**src/rtl/bcd_scan_pkg.sv**
```systemverilog
// bcd_scan_pkg
//   Shared definitions for the four-digit BCD counter / display scanner:
//   scan FSM state encoding, blank segment pattern, decade limits and
//   small helpers for picking digits out of the packed BCD count.
package bcd_scan_pkg;

    typedef enum logic [1:0] {
        IDLE    = 2'd0,
        DRIVE   = 2'd1,
        CAPTURE = 2'd2
    } scan_state_t;

    localparam logic [0:6]  SEG_BLANK = 7'b1111111;
    localparam logic [3:0]  BCD_MAX   = 4'd9;
    localparam int unsigned NDIG      = 4;

    // Digit idx (0 = units) of a packed {d3,d2,d1,d0} value.
    function automatic logic [3:0] bcd_digit(input logic [15:0] value,
                                             input logic [1:0]  idx);
        return value[{idx, 2'b00} +: 4];
    endfunction

    // True when digit idx and every more significant digit are zero.
    function automatic logic upper_digits_zero(input logic [15:0] value,
                                               input logic [1:0]  idx);
        logic z;
        z = 1'b1;
        for (int unsigned k = 0; k < NDIG; k++) begin
            if (k >= 32'(idx) && value[4*k +: 4] != 4'd0)
                z = 1'b0;
        end
        return z;
    endfunction

endpackage

```
**src/rtl/bcd_scan_ctrl_digit_cell.sv**
```systemverilog
// bcd_digit_cell
//   One decade stage of the BCD counter. Counts 0..9 when inc is high,
//   wraps 9 -> 0 and raises carry combinationally in that same cycle so
//   the next stage can be chained as a ripple enable.
// Ports:
//   clk    rising-edge clock
//   rst_n  synchronous active-low reset
//   inc    advance this digit by one
//   clr    synchronous clear (wins over inc)
//   digit  current BCD value
//   carry  inc while digit is 9 (next stage increments)
module bcd_digit_cell
    import bcd_scan_pkg::*;
(
    input  logic       clk,
    input  logic       rst_n,
    input  logic       inc,
    input  logic       clr,
    output logic [3:0] digit,
    output logic       carry
);

    assign carry = inc && (digit == BCD_MAX);

    always_ff @(posedge clk) begin
        if (!rst_n) begin
            digit <= '0;
        end else if (clr) begin
            digit <= '0;
        end else if (inc) begin
            digit <= carry ? 4'd0 : digit + 4'd1;
        end
    end

endmodule

```
**src/rtl/bcd_scan_ctrl.sv**
```systemverilog
// bcd_scan_ctrl
//   Four-digit decade counter plus a display sequencer that time-shares a
//   single external BCD-to-7-segment decoder across HEX0..HEX3. Each scan
//   slot drives one digit's BCD code on bcd_out, then captures the decoder's
//   active-low result (seg_in, index 0:6 = a..g) into that digit's register.
//
// Parameters:
//   TICK_DIV  clock cycles per count tick (>= 2)
//   SCAN_DIV  clock cycles per scan slot  (>= 3)
//
// Ports:
//   CLOCK_50   system clock, rising edge
//   KEY0       synchronous active-low reset
//   en         count enable
//   clr        synchronous counter clear, active-high
//   bcd_out    registered BCD code to the shared decoder
//   seg_in     decoder result for bcd_out
//   HEX0..HEX3 held segment patterns, active-low, HEX0 = units
//   digit_sel  digit currently being driven/captured
//   count      packed BCD count {d3,d2,d1,d0}
//   carry_out  one-cycle pulse after a 9999 -> 0000 wrap
//
// Build option:
//   BCD_SCAN_LEADING_ZERO_BLANK_EN  blank leading zeros on HEX3..HEX1
module bcd_scan_ctrl
    import bcd_scan_pkg::*;
#(
    parameter int unsigned TICK_DIV = 50000000,
    parameter int unsigned SCAN_DIV = 50000
) (
    input  logic        CLOCK_50,
    input  logic        KEY0,
    input  logic        en,
    input  logic        clr,
    output logic [3:0]  bcd_out,
    input  logic [0:6]  seg_in,
    output logic [0:6]  HEX0,
    output logic [0:6]  HEX1,
    output logic [0:6]  HEX2,
    output logic [0:6]  HEX3,
    output logic [1:0]  digit_sel,
    output logic [15:0] count,
    output logic        carry_out
);

    localparam int unsigned TW = (TICK_DIV > 2) ? $clog2(TICK_DIV) : 1;
    localparam int unsigned SW = (SCAN_DIV > 2) ? $clog2(SCAN_DIV) : 2;

    // ------------------------------------------------------------------
    // Count tick divider
    // ------------------------------------------------------------------
    logic [TW-1:0] tick_div;
    logic          tick;

    assign tick = en && (tick_div == TW'(TICK_DIV - 1));

    always_ff @(posedge CLOCK_50) begin
        if (!KEY0) begin
            tick_div <= '0;
        end else if (clr) begin
            tick_div <= '0;
        end else if (en) begin
            tick_div <= tick ? '0 : tick_div + TW'(1);
        end
    end

    // ------------------------------------------------------------------
    // Decade chain: each stage is enabled by the previous stage's carry
    // ------------------------------------------------------------------
    logic [NDIG-1:0] dig_inc;
    logic [NDIG-1:0] dig_carry;

    assign dig_inc = {dig_carry[NDIG-2:0], tick};

    for (genvar g = 0; g < NDIG; g++) begin : g_digit
        bcd_digit_cell u_cell (
            .clk   (CLOCK_50),
            .rst_n (KEY0),
            .inc   (dig_inc[g]),
            .clr   (clr),
            .digit (count[4*g +: 4]),
            .carry (dig_carry[g])
        );
    end

    // The top stage's carry only exists during the wrapping tick; clr
    // suppresses both the wrap and the pulse.
    always_ff @(posedge CLOCK_50) begin
        if (!KEY0) begin
            carry_out <= 1'b0;
        end else begin
            carry_out <= dig_carry[NDIG-1] && !clr;
        end
    end

    // ------------------------------------------------------------------
    // Scan slot divider (free-running)
    // ------------------------------------------------------------------
    logic [SW-1:0] scan_div;
    logic          scan_tick;

    assign scan_tick = (scan_div == SW'(SCAN_DIV - 1));

    always_ff @(posedge CLOCK_50) begin
        if (!KEY0) begin
            scan_div <= '0;
        end else begin
            scan_div <= scan_tick ? '0 : scan_div + SW'(1);
        end
    end

    // ------------------------------------------------------------------
    // Scan FSM
    // ------------------------------------------------------------------
    scan_state_t state, state_d;
    logic        drive_ld;
    logic        capture_ld;

    always_ff @(posedge CLOCK_50) begin
        if (!KEY0) begin
            state <= IDLE;
        end else begin
            state <= state_d;
        end
    end

    always_comb begin
        state_d    = state;
        drive_ld   = 1'b0;
        capture_ld = 1'b0;
        case (state)
            IDLE: begin
                if (scan_tick)
                    state_d = DRIVE;
            end
            DRIVE: begin
                drive_ld = 1'b1;
                state_d  = CAPTURE;
            end
            CAPTURE: begin
                capture_ld = 1'b1;
                state_d    = IDLE;
            end
            default: begin
                state_d = IDLE;
            end
        endcase
    end

    // ------------------------------------------------------------------
    // Digit drive / capture datapath
    // ------------------------------------------------------------------
    logic [0:6] hex_q [NDIG];
    logic       blank_d;
    logic       blank_q;

    // Blank decision is taken from the same count sample as bcd_out, so a
    // count change between DRIVE and CAPTURE cannot split the two.
`ifdef BCD_SCAN_LEADING_ZERO_BLANK_EN
    assign blank_d = (digit_sel != 2'd0) && upper_digits_zero(count, digit_sel);
`else
    assign blank_d = 1'b0;
`endif

    always_ff @(posedge CLOCK_50) begin
        if (!KEY0) begin
            bcd_out   <= '0;
            digit_sel <= '0;
            blank_q   <= 1'b0;
            for (int unsigned k = 0; k < NDIG; k++)
                hex_q[k] <= SEG_BLANK;
        end else begin
            if (drive_ld) begin
                bcd_out <= bcd_digit(count, digit_sel);
                blank_q <= blank_d;
            end
            if (capture_ld) begin
                hex_q[digit_sel] <= blank_q ? SEG_BLANK : seg_in;
                digit_sel        <= digit_sel + 2'd1;
            end
        end
    end

    assign HEX0 = hex_q[0];
    assign HEX1 = hex_q[1];
    assign HEX2 = hex_q[2];
    assign HEX3 = hex_q[3];

endmodule

```
**config.mk**
```make
export PLATFORM = sky130hd
export DESIGN_NAME = bcd_scan_ctrl
export DESIGN_NICKNAME = d
export VERILOG_FILES = /design/src/rtl/bcd_scan_pkg.sv /design/src/rtl/bcd_scan_ctrl_digit_cell.sv /design/src/rtl/bcd_scan_ctrl.sv
export SDC_FILE = /design/constraint.sdc
export NUM_CORES = 1
export LEC_CHECK = 0
export CORE_ASPECT_RATIO = 1.1
export CORE_MARGIN = 5
export CORE_UTILIZATION = 35
export DETAILED_ROUTE_END_ITERATION = 8
export SYNTH_ARGS = -nofsm -noshare
export SYNTH_HDL_FRONTEND = slang
export SYNTH_SLANG_ARGS = --single-unit
```
**constraint.sdc**
```tcl
create_clock -name CLOCK_50 -period 5.8 [get_ports CLOCK_50]
set_clock_uncertainty 0.2 [all_clocks]
set_input_delay 1.16 -clock CLOCK_50 [delete_from_list [all_inputs] [get_ports CLOCK_50]]
set_output_delay 1.16 -clock CLOCK_50 [all_outputs]
set_load 0.03 [all_outputs]
```
== After elaboration in Yosys (flattened, before gate mapping) ==
Memories as Yosys holds them, arrays and structs flattened.
Index checks and enable logic that the tools add are counted.

* Equality and inequality tests: 9
* Shift-type cells: 1
* Reduce and logical (&&, ||, !) cells: 11
* Bitwise operators: 1
* $add $sub $neg: 7
* Mux-type cells: 16

{| class="wikitable"
|+ Operator list
! kind !! number
|-
| 26-bit by 1-bit adder with 26-bit output (second input constant) || 1
|-
| 26-bit == test (second input constant) || 1
|-
| 26-bit two-way mux || 1
|-
| 16-bit by 1-bit adder with 16-bit output (second input constant) || 1
|-
| 4-bit by 1-bit adder with 4-bit output (second input constant) || 4
|-
| 16-bit == test (second input constant) || 1
|-
| 4-bit == test (second input constant) || 4
|-
| 4-bit two-way mux || 4
|-
| 16-bit by 5-bit variable part select with 4-bit output || 1
|-
| 1-bit two-way mux || 7
|-
| 7-bit two-way mux || 1
|-
| 7-bit OR reduction || 1
|-
| 1-bit logical AND || 6
|-
| 2-bit two-way mux || 2
|-
| 2-bit one-hot mux with 2 select lines || 1
|-
| 2-bit OR reduction || 2
|-
| 2-bit by 1-bit adder with 2-bit output (second input constant) || 1
|-
| 2-bit by 1-bit == test with 1-bit output (second input constant) || 1
|-
| 2-bit == test (second input constant) || 1
|-
| 2-bit zero test || 1
|-
| 2-bit inequality test (second input constant) || 1
|-
| 1-bit zero test || 1
|-
| 1-bit inverter || 1
|}

* Flip-flop bits (word level): 67
* Memories: 1
* Bits in writable memories: 28

{| class="wikitable"
|+ Memory list
! name !! words !! bits a word !! read ports !! clocked after memory_dff !! wr ports !! line !! text
|-
| hex_q || 4 || 7 || 4 || 0 || 4 || bcd_scan_ctrl.sv:153 || <nowiki>logic [0:6] hex_q [NDIG];</nowiki>
|}

== Longest topological paths before layout ==
* Depth in word-level cells: 7
* Gate-level depth with buffers: 7
* Depth with buffers taken out: 6

== By module ==
From an unflattened synthesis, not the netlist that was laid out.

* Cell total of the unflattened synthesis: 437
* Area total of the unflattened synthesis: 4304.1 µm²

{| class="wikitable"
|+ Modules (own cells, without submodules)
! module !! instances !! cells each !! sequential area each (µm²) !! area each (µm²)
|-
| bcd_scan_ctrl || 1 || 345 || 1861.8 || 3468.3
|-
| bcd_digit_cell || 4 || 23 || 80.1 || 209.0
|}

== Worst setup path after synthesis ==
Ideal clock, no wire load.

* Path type: in2reg
* Start point: input port en
* End point: register tick_div[20]
* Setup time: 0.070 ns
* Required time: 5.530 ns
* Arrival: 2.183 ns
* Slack: 3.348 ns
* Cell stages on the path: 6
* Cells stage by stage: and4_1 buf_4 nand4_2 buf_2 or3_1 a21oi_1

* Cells in the longest elaborated chain, start to end: 2

{| class="wikitable"
|+ RTL lines
! item !! line !! text
|-
| start: declaration || bcd_scan_ctrl.sv:33 || <nowiki>input logic en,</nowiki>
|-
| 1-bit logical AND || bcd_scan_ctrl.sv:55 || <nowiki>assign tick = en && (tick_div == TW'(TICK_DIV - 1));</nowiki>
|-
| 26-bit two-way mux || bcd_scan_ctrl.sv:63 || <nowiki>tick_div <= tick ? '0 : tick_div + TW'(1);</nowiki>
|-
| end signal: assignment || bcd_scan_ctrl.sv:63 ||
|-
| end: declaration || bcd_scan_ctrl.sv:52 || <nowiki>logic [TW-1:0] tick_div;</nowiki>
|}

Several ways; a longest one is shown, not always the timed one.
A chain may end at the register's enable or synchronous reset.

== Final worst setup path ==
* Start point: input port KEY0
* End point: register tick_div[15]

* Cells in the longest elaborated chain, start to end: 2

{| class="wikitable"
|+ RTL lines
! item !! line !! text
|-
| start: declaration || bcd_scan_ctrl.sv:32 || <nowiki>input logic KEY0,</nowiki>
|-
| 1-bit inverter (no line) || n/a ||
|-
| 2-bit OR reduction (no line) || n/a ||
|}

No other way between the ends.

==> flow_metrics.tcl <==
set metrics [dict create \
    outcome "complete, no violations" \
    layout-drive-gt1-share 0.06188 \
    wire_per_inst_um 15.52 \
    hold_class "flip-flop to flip-flop" \
    mostFrequentLayoutCells "67 x dfxtp_1, 61 x clkdlybuf4s50_1, 50 x nand2_1, 33 x nor2_1, 28 x edfxtp_1" \
    clock_latency_ps 350 \
    place_hpwl_um 7329 \
    synth_flop_cell "dfxtp_1" \
    initial_utilization 0.3521 \
    pwr-share-comb 0.022 \
    timing.rr.start "tick_div[11]" \
    crit_start "KEY0" \
    r2r_setup_slack_ps 3150 \
    fp-row-count 43 \
    clk_pin_slew_ps 70 \
    grtUsageTotal 0.1413 \
    switching_power_w 0.0002784 \
    synth_top_cell_by_area "dfxtp_1" \
    finalCritPeriodShare 0.5668 \
    yosysSeqAreaShare 0.4964 \
    r2r_cells 4 \
    power.density_nw_per_um2 242.9 \
    cts_max_path_buffers 2 \
    finalHoldViolCount 0 \
    slew_violations 0 \
    leakage_nw 1.748 \
    dr.pass1.iters 5 \
    clock-sinks 95 \
    ys_types 49 \
    clkPwrFrac 0.454 \
    cap_violations 0 \
    setup_violations 0 \
    cp.required_ps 5860 \
    critical_path_class "input pin to flip-flop" \
    grt_pass1_wl_um 16490 \
    synthesis.area_um2 4395 \
    critPathLaunchType "input pin" \
    io_buffers 61 \
    rsz0062_at_grt "false" \
    viasPerCell 5.289 \
    syn_nets 467 \
    cp-end-kind "flip-flop" \
    num_io_pins 62 \
    cts_tree "built" \
    critPathMaxFanout 23 \
    utilization 0.4324 \
    clock.fmax_mhz 304.2 \
    finalSetupTns_ps 0 \
    rr_endpoint "tick_div[15]" \
    die_w_um 116.9 \
    ys.warnings.count 0 \
    n_fill_cell 1240 \
    post_cts_buffers 0 \
    die-area_um2 14900 \
    layout_commonest_cell "dfxtp_1" \
    worstPathArrival_ps 3350 \
    hold_buffers 0 \
    netSwitchingFraction 0.2123 \
    syn_inst 446 \
    cts_resized 0 \
    worst_slew_pin_slew_ps 965.6 \
    fin_nets 517 \
    relSlewSlack 0.3562 \
    synth-edff-count 28 \
    drt-total-wl_um 10210 \
    dieHeight_um 127.5 \
    min_period_ps 3287 \
    placed_cells 642 \
    ys_seq_elements 95 \
    ant_nets 0 \
    critPathCapture "tick_div[15]" \
    routabilityCongestion 0.7517 \
    antenna_found_initial 0 \
    drt_iter0_drc 183 \
    cts_root_buf "clkbuf_16" \
    cts_htree_levels 3 \
    seqPwrFrac 0.524 \
    regArea_um2 2182 \
    overflow 0 \
    async_flop_share 0 \
    grt_pass1_vias 3284 \
    peakVddDrop_mv 0.1403 \
    synthTopCellsByArea "dfxtp_1 31%, edfxtp_1 19%, nand2_1 4.3%" \
    drc 0 \
    cts_buffers 9 \
    layout.cells.non_filler 658 \
    multi_input_area_um2 2061 \
    grt_max_degree 24 \
    diodes 0 \
    synth_top_area_frac 0.3052 \
    syn2layout_area_growth_pct 22.80 \
    vias 3480 \
    coreArea_um2 12480 \
    avgSynthCellArea_um2 9.855 \
    intPower_w 0.001033 \
]
## critical path, cell delays in order
cell and delay (ps):
clkdlybuf4s50_1 790, nor2b_1 670, o21ai_2 470, a21oi_1 250
## power by group through the flow
stage,logic [W],clock network (W),registers (W)
floorplan,0.0000178,0,0.000701
global placement,0.0000289,0,0.000701
detailed placement,0.0000293,0,0.000702
CTS,0.0000296,0.000612,0.000686
global route,0.0000322,0.000643,0.000687
finish,0.0000292,0.000595,0.000687
## Yosys cell counts (7+ instances only)
cell type	instances
dfxtp_1	67
nand2_1	50
nor2_1	33
edfxtp_1	28
a21oi_1	23
nand3_1	21
o21ai_0	18
nand4_1	16
or3_1	15
clkbuf_1	13
inv_1	13
xor2_1	12
ha_1	10
mux2i_1	10
nor2b_1	10
or4_1	10
xnor2_1	10
and3_1	9
nor3_1	9
and4_1	7
## state kept, by name, summed over array words and instances, names as in the netlist
name,flops
tick_div,26
hex_q,28
carry_out,1
digit_sel,2
state,2
scan_div,16
bcd_out,4
g_digit.u_cell.digit,16
## per-layer routing
layer | wire length (µm) | GRT usage
met3 | 609 | 0.04453
met2 | 4988 | 0.2323
met4 | 175 | 0.04858
met1 | 4441 | 0.1739
met5 | 0 | 0
## stage by stage
step | total power (W) | worst slack (ps) | cell area, µm² | hold slack (ps)
after global placement | 0.0007302 | 2205 | 5099 | 225.0
after floorplan | 0.0007187 | 3348 | 4395 | 213.6
after global routing | 0.001362 | 2309 | 5398 | 263.4
after detailed placement | 0.0007310 | 2141 | 5099 | 243.1
after CTS | 0.001328 | 2502 | 5398 | 253.6
final | 0.001311 | 2513 | 5398 | 247.1
## worst min-delay path by stage
| stage | start | endpoint | slack (ps) | cells past startpoint |
|---|---|---|---|---|
| floorplan | state[1] | state[0] | 210 | 1 |
| global placement | state[1] | state[0] | 230 | 1 |
| detailed placement | state[0] | state[0] | 240 | 1 |
| CTS | state[1] | state[0] | 250 | 1 |
| global route | state[1] | state[0] | 260 | 1 |
| finish | state[1] | state[0] | 250 | 1 |
## cell type report
| cell class | instances | area share |
|---|---|---|
| inverters | 13 | 0.009040 |
| repair buffers | 61 | 0.1131 |
| clock buffers | 10 | 0.04242 |
| multi-input cells | 316 | 0.3818 |
| well taps | 157 | 0.03639 |
| flip-flops and latches | 95 | 0.4043 |
| clock inverters | 6 | 0.01298 |
## cell families (layout without fill, tap and decap cells)
group / count (synthesis) / after routing / share of synthesized area
muxes: 15 / 15 / 0.04583
DFF: 95 / 95 / 0.4964
AOI/OAI and AO/OA: 61 / 61 / 0.08426
adders and majority gates: 10 / 10 / 0.02847
and+or+nand+nor: 208 / 208 / 0.2664
buffers and inverters: 35 / 90 / 0.03473
xor gates and xnor gates: 22 / 22 / 0.04384
Power figures use the tool's default switching activity.
